`src/rtl/fir_ctrl_pkg.sv`:
```
// fir_ctrl_pkg: shared types and constants for the FIR stream controller.
//   fir_state_e : controller FSM states
//   DATA_W_DEF  : default sample/result width
package fir_ctrl_pkg;

  localparam int DATA_W_DEF = 16;

  typedef enum logic [2:0] {
    ST_IDLE  = 3'd0,
    ST_PRIME = 3'd1,
    ST_RUN   = 3'd2,
    ST_FLUSH = 3'd3,
    ST_DRAIN = 3'd4
  } fir_state_e;

endpackage

```
`src/rtl/token_delay_line.sv`:
```
// token_delay_line: fixed-depth shift register carrying {valid,last} tokens
// alongside the external FIR datapath so the output side knows which fir_y
// values are real samples.
//   clk, rstN : clock, async active-low reset (clears all tokens)
//   tok_in    : {valid,last} issued on the same edge fir_x is updated
//   tok_out   : token after DEPTH register stages
module token_delay_line #(
  parameter int DEPTH = 2
) (
  input  logic       clk,
  input  logic       rstN,
  input  logic [1:0] tok_in,
  output logic [1:0] tok_out
);

  logic [DEPTH-1:0][1:0] pipe_q, pipe_d;

  always_comb begin
    pipe_d    = pipe_q;
    pipe_d[0] = tok_in;
    for (int i = 1; i < DEPTH; i++) pipe_d[i] = pipe_q[i-1];
  end

  always_ff @(posedge clk or negedge rstN) begin
    if (!rstN) pipe_q <= '0;
    else       pipe_q <= pipe_d;
  end

  assign tok_out = pipe_q[DEPTH-1];

endmodule

```
`src/rtl/fir_stream_ctrl.sv`:
```
// fir_stream_ctrl: record sequencer for an external FIR datapath.
// Primes the filter with FLUSH_LEN zeros, streams accepted samples into fir_x,
// then flushes FLUSH_LEN zeros so the tail of the response comes out. A token
// line tracks which fir_y values are outputs and which one is the last.
//   start/in_*  : record start pulse and sample input (in_ready = accepting)
//   fir_x/fir_y : FIR datapath drive / response (fir_y lags fir_x by LATENCY)
//   out_*       : filtered output stream, no backpressure
//   busy/done   : status; done pulses with the final output beat
//   underrun    : sticky, source went idle during RUN
//   sample_cnt  : accepted samples this record (saturating)
module fir_stream_ctrl
  import fir_ctrl_pkg::*;
#(
  parameter int DATA_W    = DATA_W_DEF,
  parameter int LATENCY   = 1,
  parameter int FLUSH_LEN = 3,
  parameter int CNT_W     = 16
) (
  input  logic              clk,
  input  logic              rstN,
  input  logic              start,
  input  logic              in_valid,
  input  logic [DATA_W-1:0] in_data,
  input  logic              in_last,
  output logic              in_ready,
  output logic [DATA_W-1:0] fir_x,
  input  logic [DATA_W-1:0] fir_y,
  output logic              out_valid,
  output logic [DATA_W-1:0] out_data,
  output logic              out_last,
  output logic              busy,
  output logic              done,
  output logic              underrun,
  output logic [CNT_W-1:0]  sample_cnt
);

  localparam int              PH_W   = (FLUSH_LEN > 1) ? $clog2(FLUSH_LEN) : 1;
  localparam logic [PH_W-1:0] PH_END = PH_W'(FLUSH_LEN - 1);

  fir_state_e        state_q, state_d;
  logic [PH_W-1:0]   ph_q, ph_d;
  logic [DATA_W-1:0] fir_x_q, fir_x_d, out_data_q, out_data_d;
  logic              out_valid_q, out_valid_d, out_last_q, out_last_d;
  logic              done_q, done_d, underrun_q, underrun_d;
  logic [CNT_W-1:0]  cnt_q, cnt_d;
  logic [1:0]        tok_in, tok_out;   // {valid,last}
  logic              accept;

  assign accept = (state_q == ST_RUN) && in_valid;

  // Token enters the line on the fir_x edge; DEPTH = LATENCY+1 plus the
  // out_valid register lines it up with fir_y being captured into out_data.
  token_delay_line #(.DEPTH(LATENCY + 1)) u_tok (
    .clk    (clk),
    .rstN   (rstN),
    .tok_in (tok_in),
    .tok_out(tok_out)
  );

  always_ff @(posedge clk or negedge rstN) begin
    if (!rstN) begin
      state_q     <= ST_IDLE;
      ph_q        <= '0;
      fir_x_q     <= '0;
      out_data_q  <= '0;
      out_valid_q <= 1'b0;
      out_last_q  <= 1'b0;
      done_q      <= 1'b0;
      underrun_q  <= 1'b0;
      cnt_q       <= '0;
    end else begin
      state_q     <= state_d;
      ph_q        <= ph_d;
      fir_x_q     <= fir_x_d;
      out_data_q  <= out_data_d;
      out_valid_q <= out_valid_d;
      out_last_q  <= out_last_d;
      done_q      <= done_d;
      underrun_q  <= underrun_d;
      cnt_q       <= cnt_d;
    end
  end

  // Next state. ph counts the FLUSH_LEN cycles of PRIME and FLUSH and idles
  // at zero elsewhere so both phases start from a clean count.
  always_comb begin
    state_d = state_q;
    ph_d    = '0;
    unique case (state_q)
      ST_IDLE:  if (start) state_d = ST_PRIME;
      ST_PRIME: begin
        ph_d = ph_q + 1'b1;
        if (ph_q == PH_END) begin
          state_d = ST_RUN;
          ph_d    = '0;
        end
      end
      ST_RUN:   if (accept && in_last) state_d = ST_FLUSH;
      ST_FLUSH: begin
        ph_d = ph_q + 1'b1;
        if (ph_q == PH_END) begin
          state_d = ST_DRAIN;
          ph_d    = '0;
        end
      end
      ST_DRAIN: if (tok_out == 2'b11) state_d = ST_IDLE;
      default:  state_d = ST_IDLE;
    endcase
  end

  // Outputs and datapath registers.
  always_comb begin
    fir_x_d    = '0;
    tok_in     = 2'b00;
    cnt_d      = cnt_q;
    underrun_d = underrun_q;
    done_d     = 1'b0;
    in_ready   = (state_q == ST_RUN);
    busy       = (state_q != ST_IDLE);
    unique case (state_q)
      ST_IDLE: if (start) begin
        cnt_d      = '0;
        underrun_d = 1'b0;
      end
      ST_RUN: if (in_valid) begin
        fir_x_d = in_data;
        tok_in  = 2'b10;
        if (cnt_q != '1) cnt_d = cnt_q + 1'b1;
      end else begin
        underrun_d = 1'b1;
      end
      ST_FLUSH: tok_in = {1'b1, (ph_q == PH_END)};
      ST_DRAIN: done_d = (tok_out == 2'b11);
      default: ;
    endcase
    out_valid_d = tok_out[1];
    out_last_d  = tok_out[0];
    out_data_d  = tok_out[1] ? fir_y : out_data_q;
  end

  assign fir_x      = fir_x_q;
  assign out_valid  = out_valid_q;
  assign out_data   = out_data_q;
  assign out_last   = out_last_q;
  assign done       = done_q;
  assign underrun   = underrun_q;
  assign sample_cnt = cnt_q;

endmodule

```
`config.mk`:
```
export PLATFORM = sky130hd
export DESIGN_NAME = fir_stream_ctrl
export DESIGN_NICKNAME = d
export VERILOG_FILES = /design/src/rtl/fir_ctrl_pkg.sv /design/src/rtl/token_delay_line.sv /design/src/rtl/fir_stream_ctrl.sv
export SDC_FILE = /design/constraint.sdc
export NUM_CORES = 1
export LEC_CHECK = 0
export CORE_AREA = 2 2 96 98
export DETAILED_ROUTE_END_ITERATION = 8
export DIE_AREA = 0 0 98 100
export DONT_BUFFER_PORTS = 1
export PLACE_DENSITY_LB_ADDON = 0.3
export RECOVER_POWER = 100
export REMOVE_ABC_BUFFERS = 1
export SYNTH_ARGS = -nofsm -noshare
export SYNTH_HDL_FRONTEND = slang
export SYNTH_SLANG_ARGS = --single-unit
export TNS_END_PERCENT = 1
```
`constraint.sdc`:
```
create_clock -name clk -period 1.7 [get_ports clk]
set_input_delay 0.34 -clock clk [delete_from_list [all_inputs] [get_ports clk]]
set_output_delay 0.34 -clock clk [all_outputs]
set_load 0.02 [all_outputs]
```
==> results.py, run 1 <==
metrics = {
    "setup_path": {
        "cp_cell_sequence": "ha_1 > and4_4 > buf_4 > and3_1 > a31oi_1 > o21ai_2 > o21ai_1",
        "cp_slowest_cell": "dfrtp_1",
        "start_kind": "flip-flop",
        "worstSetupEndpointType": "flip-flop",
        "crit_type": "reg2reg",
        "reg2reg_slack_ns": 0.1,
        "worstPathRequired_ns": 1.90,
        "cp.arrival_ns": 1.80,
        "critPathMaxFanout": 4,
        "slowest_delay_ns": 0.35,
        "critical_path_buf_inv_count": 1,
        "path_delay_family": "simple AND/OR/NAND/NOR gates",
    },
    "place": {
        "placed_cells": 345,
        "gp_congestion": 0.8175,
        "dp_hpwl_microns": 4223,
        "port_buffers": 0,
        "place_ws_ns": 0.1215,
    },
    "clocking": {
        "cts.clk_slew.worst_paths_ns": 0.07,
        "cts_made_buffers": 9,
        "cts_root_buf": "clkbuf_8",
        "clk_path_buf_depth": 2,
        "cts_tree": "done",
        "clock_latency_ns": 0.33,
        "clkSinkCount": 61,
        "h-tree-depth": 3,
    },
    "die": {
        "die_x_microns": 98,
        "die_area_sq_mm": 0.009800,
        "initial_core_util": 0.2873,
        "die_y_microns": 100,
        "rows": 35,
        "coreArea_sq_mm": 0.008890,
        "num_io_pins": 91,
    },
    "timing": {
        "worst_slack_ns": 0.09624,
        "period_minus_slack_ns": 1.604,
        "setup_viol": 0,
        "fmax_mhz": 623.5,
        "timing.final.crit_share": 0.9434,
        "fin_skew_ns": 0.004456,
        "rsz0062_at_grt": "no",
        "finalHoldViolations": 61,
        "whs_ns": -0.3036,
        "drv_slew": 0,
        "worst_slew_pin_slew_ns": 0.8883,
        "relSlewSlack": 0.4078,
    },
    "yosys": {
        "synth_top_cell_by_area": "dfrtp_1",
        "synth_edf_count": 0,
        "synthArstFlopShare": 1.000,
        "ys_seq_elements": 61,
        "ys_seq_area_frac": 0.5977,
        "synth.distinct_cells": 40,
        "synth_top_area_share": 0.5977,
        "avgSynthCellArea_sq_um": 11.99,
        "yosys_warnings": 0,
        "synth_area_leaders": "dfrtp_1, mux2_2, and2_1",
        "synth_ff_type": "dfrtp_1",
        "syn_inst": 213,
        "netlist_area_sq_mm": 0.002554,
    },
    "global_route": {
        "track_usage": 0.1247,
        "grt_pass1_wl_microns": 9432,
        "antenna_found_initial": 0,
        "overflow": 0,
        "grt_pass1_vias": 1793,
        "grt_max_degree": 62,
    },
    "final_layout": {
        "antenna_cells": 0,
        "syn2layout_area_growth_pct": 20.09,
        "layout.cells.most_common": "dfrtp_1",
        "layout.nets": 287,
        "mostFrequentLayoutCells": "dfrtp_1, buf_4, mux2_2",
        "stdcell_count": 365,
        "drive_gt1_frac": 0.2717,
    },
    "power_and_ir_drop": {
        "power.density_mw_per_mm2": 1528,
        "total_leakage_power_uw": 0.001402,
        "max-vdd-ir-drop_v": 0.0003859,
    },
    "route": {
        "drt_iter0_drc": 124,
        "drc": 0,
        "wl_per_cell_microns": 16.18,
        "drtAntennaViolNets": 0,
        "routed_wl_microns": 5907,
        "routed_via_density": 5.011,
        "num_vias": 1829,
        "firstDrtPassIters": 4,
    },
    "flow_run": {
        "cap_violations": 0,
    },
    "outcome": {
        "violations": "negative hold slack",
        "status": "complete, but fails checks",
    },
    "hold_path": {
        "hold_class": "in2async",
    },
}
==> report_power, final <==
group	switching [uW]	total (uW)	internal, uW
logic	549	1110	564
clock network	582	1260	674
registers	521	2320	1800
total	1650	4690	3030
==> worst paths after layout <==
path	start	to	depth (start not counted)
worst max-delay path	sample_cnt[0]	sample_cnt[14]	7
worst min-delay path	rstN	out_data[12]	0
worst max register to register	sample_cnt[0]	sample_cnt[14]	7
worst min register to register	u_tok.pipe_d[3]	u_tok.tok_out[1]	0
max in group asynchronous	rstN	fir_x[10]	0
min in group clk	in_data[2]	fir_x[2]	1
==> cell usage after synthesis (2+ instances only) <==
master     n
a21o_1     2
a21oi_1    7
a31o_2     2
a31oi_1    3
and2_1    18
and3_1     5
and4_1     3
buf_2      3
clkbuf_1   5
dfrtp_1   61
inv_1      4
mux2_2    16
nand2_1   13
nand3_1    8
nand4_1    4
nand4_2    2
nor2_1    13
nor2b_1    2
nor3_1     3
o21ai_0   10
o21ai_1    7
o21ai_2    2
o41ai_1    3
==> metrics by stage <==
stage,cell area [sq um],setup TNS [ns],total power (uW),util,hold slack [ns]
6_report,3067,0,4687,0.3450,-0.3036
5_1_grt,3067,0,4985,0.3450,-0.3417
4_1_cts,3080,0,4717,0.3465,-0.3289
3_5_place_dp,2882,0,3414,0.3241,0.04570
3_3_place_gp,2882,0,3389,0.3241,0.04579
2_1_floorplan,2497,-2.252,3014,-,0.04441
==> kinds of logic (layout without fill, tap and decap cells) <==
kind of cell               count (synthesis)  count (layout)  share of synthesized area
AOI/OAI and AO/OA                         41              41                     0.1088
xor gates and xnor gates                   1               1                   0.003430
adders and majority gates                  1               1                   0.004899
buffers and inverters                     14              55                    0.02792
DFF                                       61              61                     0.5977
muxes                                     16              16                    0.07055
and+or+nand+nor                           79              79                     0.1867
==> sequential cells by signal (all words and copies together) (netlist names) <==
name / flops
out_valid: 1
u_tok.pipe_d: 2
ph_q: 2
u_tok.tok_out: 2
done: 1
out_data: 16
state_q: 3
underrun: 1
sample_cnt: 16
out_last: 1
fir_x: 16
==> metal layers <==
metal / GRT usage / routed length [microns] / vias to the layer above
li1: - / - / 832
met1: 0.1623 / 2627 / 905
met3: 0.06685 / 510 / 11
met4: 0.04274 / 102 / 0
met5: 0 / 0 / -
met2: 0.1770 / 2667 / 81
==> area by class of cell <==
type                            instances  area, sq um
Timing Repair Buffer                   35        229.0
Clock inverter                          6        63.81
Sequential cell                        61         1526
Multi-Input combinational cell        138        965.9
Clock buffer                           10        127.6
Tap cell                              111        138.9
Fill cell                             904         5823
Inverter                                4        15.01
==> what timing repair did <==
action | 4_1_cts | 5_1_grt
resized for setup | 1 | 3
pin swaps | 0 | 1
hold endpoints to repair | 61 | 61
buffers inserted | 1 | 3
endpoints found under the setup margin | 1 | 2
No activity file was read; power rests on OpenSTA's default activity.
==> run 2: changes to the inputs <==
--- a/config.mk
+++ b/config.mk
@@ -12,6 +12,7 @@
 export PLACE_DENSITY_LB_ADDON = 0.3
 export RECOVER_POWER = 100
 export REMOVE_ABC_BUFFERS = 1
+export SLEW_MARGIN = 40
 export SYNTH_ARGS = -nofsm -noshare
 export SYNTH_HDL_FRONTEND = slang
 export SYNTH_SLANG_ARGS = --single-unit
==> results of run 2 <==
Same layout as run 1: the final DEF is identical, and so are final timing and power.
==> run 3: changes to the inputs <==
--- a/config.mk
+++ b/config.mk
@@ -5,9 +5,9 @@
 export SDC_FILE = /design/constraint.sdc
 export NUM_CORES = 1
 export LEC_CHECK = 0
-export CORE_AREA = 2 2 96 98
+export CORE_AREA = 2 2 89 91
 export DETAILED_ROUTE_END_ITERATION = 8
-export DIE_AREA = 0 0 98 100
+export DIE_AREA = 0 0 91 93
 export DONT_BUFFER_PORTS = 1
 export PLACE_DENSITY_LB_ADDON = 0.3
 export RECOVER_POWER = 100
==> constraint.sdc (replaced) <==
create_clock -name clk -period 1.3 [get_ports clk]
set_input_delay 0.26 -clock clk [delete_from_list [all_inputs] [get_ports clk]]
set_output_delay 0.26 -clock clk [all_outputs]
set_load 0.02 [all_outputs]
==> results.py, run 3 (synthesis gave the netlist of run 1 again) <==
metrics = {
    "outcome": {
        "status": "complete, but fails checks",
        "violations": "negative hold slack, negative setup slack",
    },
    "power_and_ir_drop": {
        "switching_power_uw": 2242,
        "clkPwrFrac": 0.272,
        "internal_power_uw": 4297,
        "p_comb_frac": 0.265,
        "swShare": 0.3428,
        "max-vdd-ir-drop_v": 0.0006111,
        "total_leakage_power_uw": 0.001564,
        "power.density_mw_per_mm2": 1971,
        "power_uw": 6539,
        "pwr-share-seq": 0.464,
    },
    "setup_path": {
        "worstSetupEndpointType": "output pin",
        "worstPathRequired_ns": 1.04,
        "cp.arrival_ns": 1.32,
        "slowest_delay_ns": 0.37,
        "crit_type": "reg2out",
        "cp_slowest_cell": "dfrtp_1",
        "start_kind": "flip-flop",
        "cp_cell_sequence": "clkbuf_1 > nand2_4 > inv_4 > buf_6",
        "critPathMaxFanout": 5,
    },
    "final_layout": {
        "mostFrequentLayoutCells": "dfrtp_1, buf_4, mux2_2, and2_1",
        "drive_gt1_frac": 0.4015,
        "multiInputGateArea_sq_mm": 0.001020,
        "antenna_cells": 0,
        "syn2layout_area_growth_pct": 29.89,
        "finalInstanceArea_sq_mm": 0.003317,
        "seq_area_sq_mm": 0.001526,
        "layout.nets": 302,
        "nFillCells": 717,
        "layout.cells.most_common": "dfrtp_1",
    },
    "timing": {
        "period_minus_slack_ns": 1.576,
        "drv_slew": 0,
        "relSlewSlack": 0.7163,
        "worst_slew_pin_slew_ns": 0.4255,
        "finalHoldViolations": 61,
        "rsz0062_at_grt": "yes",
        "fin_skew_ns": 0.005174,
        "timing.final.crit_share": 1.212,
        "fmax_mhz": 634.5,
        "worst_slack_ns": -0.2762,
        "setup_viol": 19,
        "whs_ns": -0.3830,
    },
    "die": {
        "num_io_pins": 91,
        "initial_core_util": 0.3393,
        "die_y_microns": 93,
        "die_x_microns": 91,
        "die_area_sq_mm": 0.008463,
        "coreArea_sq_mm": 0.007527,
        "rows": 32,
    },
    "route": {
        "num_vias": 1846,
        "firstDrtPassIters": 4,
        "wl_per_cell_microns": 15.72,
        "routed_via_density": 4.976,
        "drc": 0,
        "drtAntennaViolNets": 0,
        "routed_wl_microns": 5831,
        "drt_iter0_drc": 88,
    },
    "global_route": {
        "grt_pass1_wl_microns": 9508,
        "track_usage": 0.1452,
        "overflow": 0,
        "grt_pass1_vias": 1927,
        "antenna_found_initial": 0,
        "grt_max_degree": 62,
    },
    "place": {
        "dpl_cell_area_sq_mm": 0.002988,
        "dp_hpwl_microns": 4016,
        "port_buffers": 0,
        "gp_congestion": 0.7614,
    },
    "clocking": {
        "clk_path_buf_depth": 2,
        "cts_tree": "done",
        "clock_latency_ns": 0.33,
        "cts_made_buffers": 9,
        "cts.clk_slew.worst_paths_ns": 0.07,
        "cts_root_buf": "clkbuf_8",
        "h-tree-depth": 3,
        "clkSinkCount": 61,
    },
    "hold_path": {
        "hold_class": "in2async",
    },
    "flow_run": {
        "cap_violations": 0,
    },
}
==> run 3: cell count changes in the layout (fill, tap and decap cells not counted), moves of 2 or more <==
cell,change
and3_1,-2
clkbuf_1,-10
buf_6,+8
o21ai_1,+2
o21ai_2,+4
buf_4,+8
clkbuf_8,+3
nand2_1,-3
clkbuf_2,+7
o21ai_0,-6
nand2_4,+2
inv_4,+2
==> run 3: timing repair <==
| item | CTS | global route |
|---|---|---|
| endpoints found under the hold margin | 61 | 61 |
| resized for setup | 36 | 2 |
| setup buffers | 4 | 0 |
| pin swaps | 11 | 1 |
| gates cloned | 1 | 0 |
| setup endpoints to repair | 24 | 26 |
==> run 3: metrics by stage <==
step	TNS [ns]	utilization	hold slack [ns]	setup slack (ns)	cells
4_1_cts	-4.096	0.4460	-0.4057	-0.2536	371
5_1_grt	-6.312	0.4407	-0.4124	-0.3618	371
3_5_place_dp	-3.817	0.3969	-0.03422	-0.2855	350
6_report	-4.281	0.4407	-0.3830	-0.2762	371
2_1_floorplan	-9.886	-	-0.03559	-0.5700	203
3_3_place_gp	-3.224	0.3969	-0.03426	-0.2212	350
==> run 3: final timing paths <==
check | from | to | slack (ns) | cells after the start
setup / recovery | state_q[1] | in_ready | -0.28 | 4
hold / removal | rstN | out_data[6] | -0.38 | 0
hold reg to reg | u_tok.pipe_d[3] | u_tok.tok_out[1] | 0.35 | 0
min in group clk | in_data[7] | fir_x[7] | 0.05 | 1
setup reg to reg | sample_cnt[1] | sample_cnt[15] | -0.27 | 8
max in group asynchronous | rstN | u_tok.pipe_d[3] | 1.53 | 0
==> run 3: power by group through the flow <==
stage | clock network, uW | registers (uW) | logic, uW
after floorplan | 0 | 3140 | 800
final | 1780 | 3030 | 1730
after detailed placement | 0 | 3090 | 1500
after global placement | 0 | 3070 | 1490
after global routing | 1930 | 3080 | 1890
after CTS | 1850 | 3050 | 1800
==> run 3: metal layers <==
layer,vias up,GRT usage,wire [microns]
met1,894,0.1780,2500
met4,0,0.06818,101
met3,10,0.05157,441
met5,-,0,0
li1,867,-,-
met2,75,0.2296,2788
==> run 3: critical path, delay by kind of cell, from the launching register on <==
| family | cells | cell delay [ns] |
|---|---|---|
| DFF | 1 | 0.37 |
| buffers and inverters | 3 | 0.47 |
| and+or+nand+nor | 1 | 0.13 |
==> run 3: area by class of cell <==
class | instances | share of cell area
timing repair buffer | 50 | 0.1241
inverter | 4 | 0.006035
multi-input combinational | 138 | 0.3074
clock buffer | 13 | 0.05092
tap | 102 | 0.03848
clock inverter | 3 | 0.01283
sequential | 61 | 0.4602
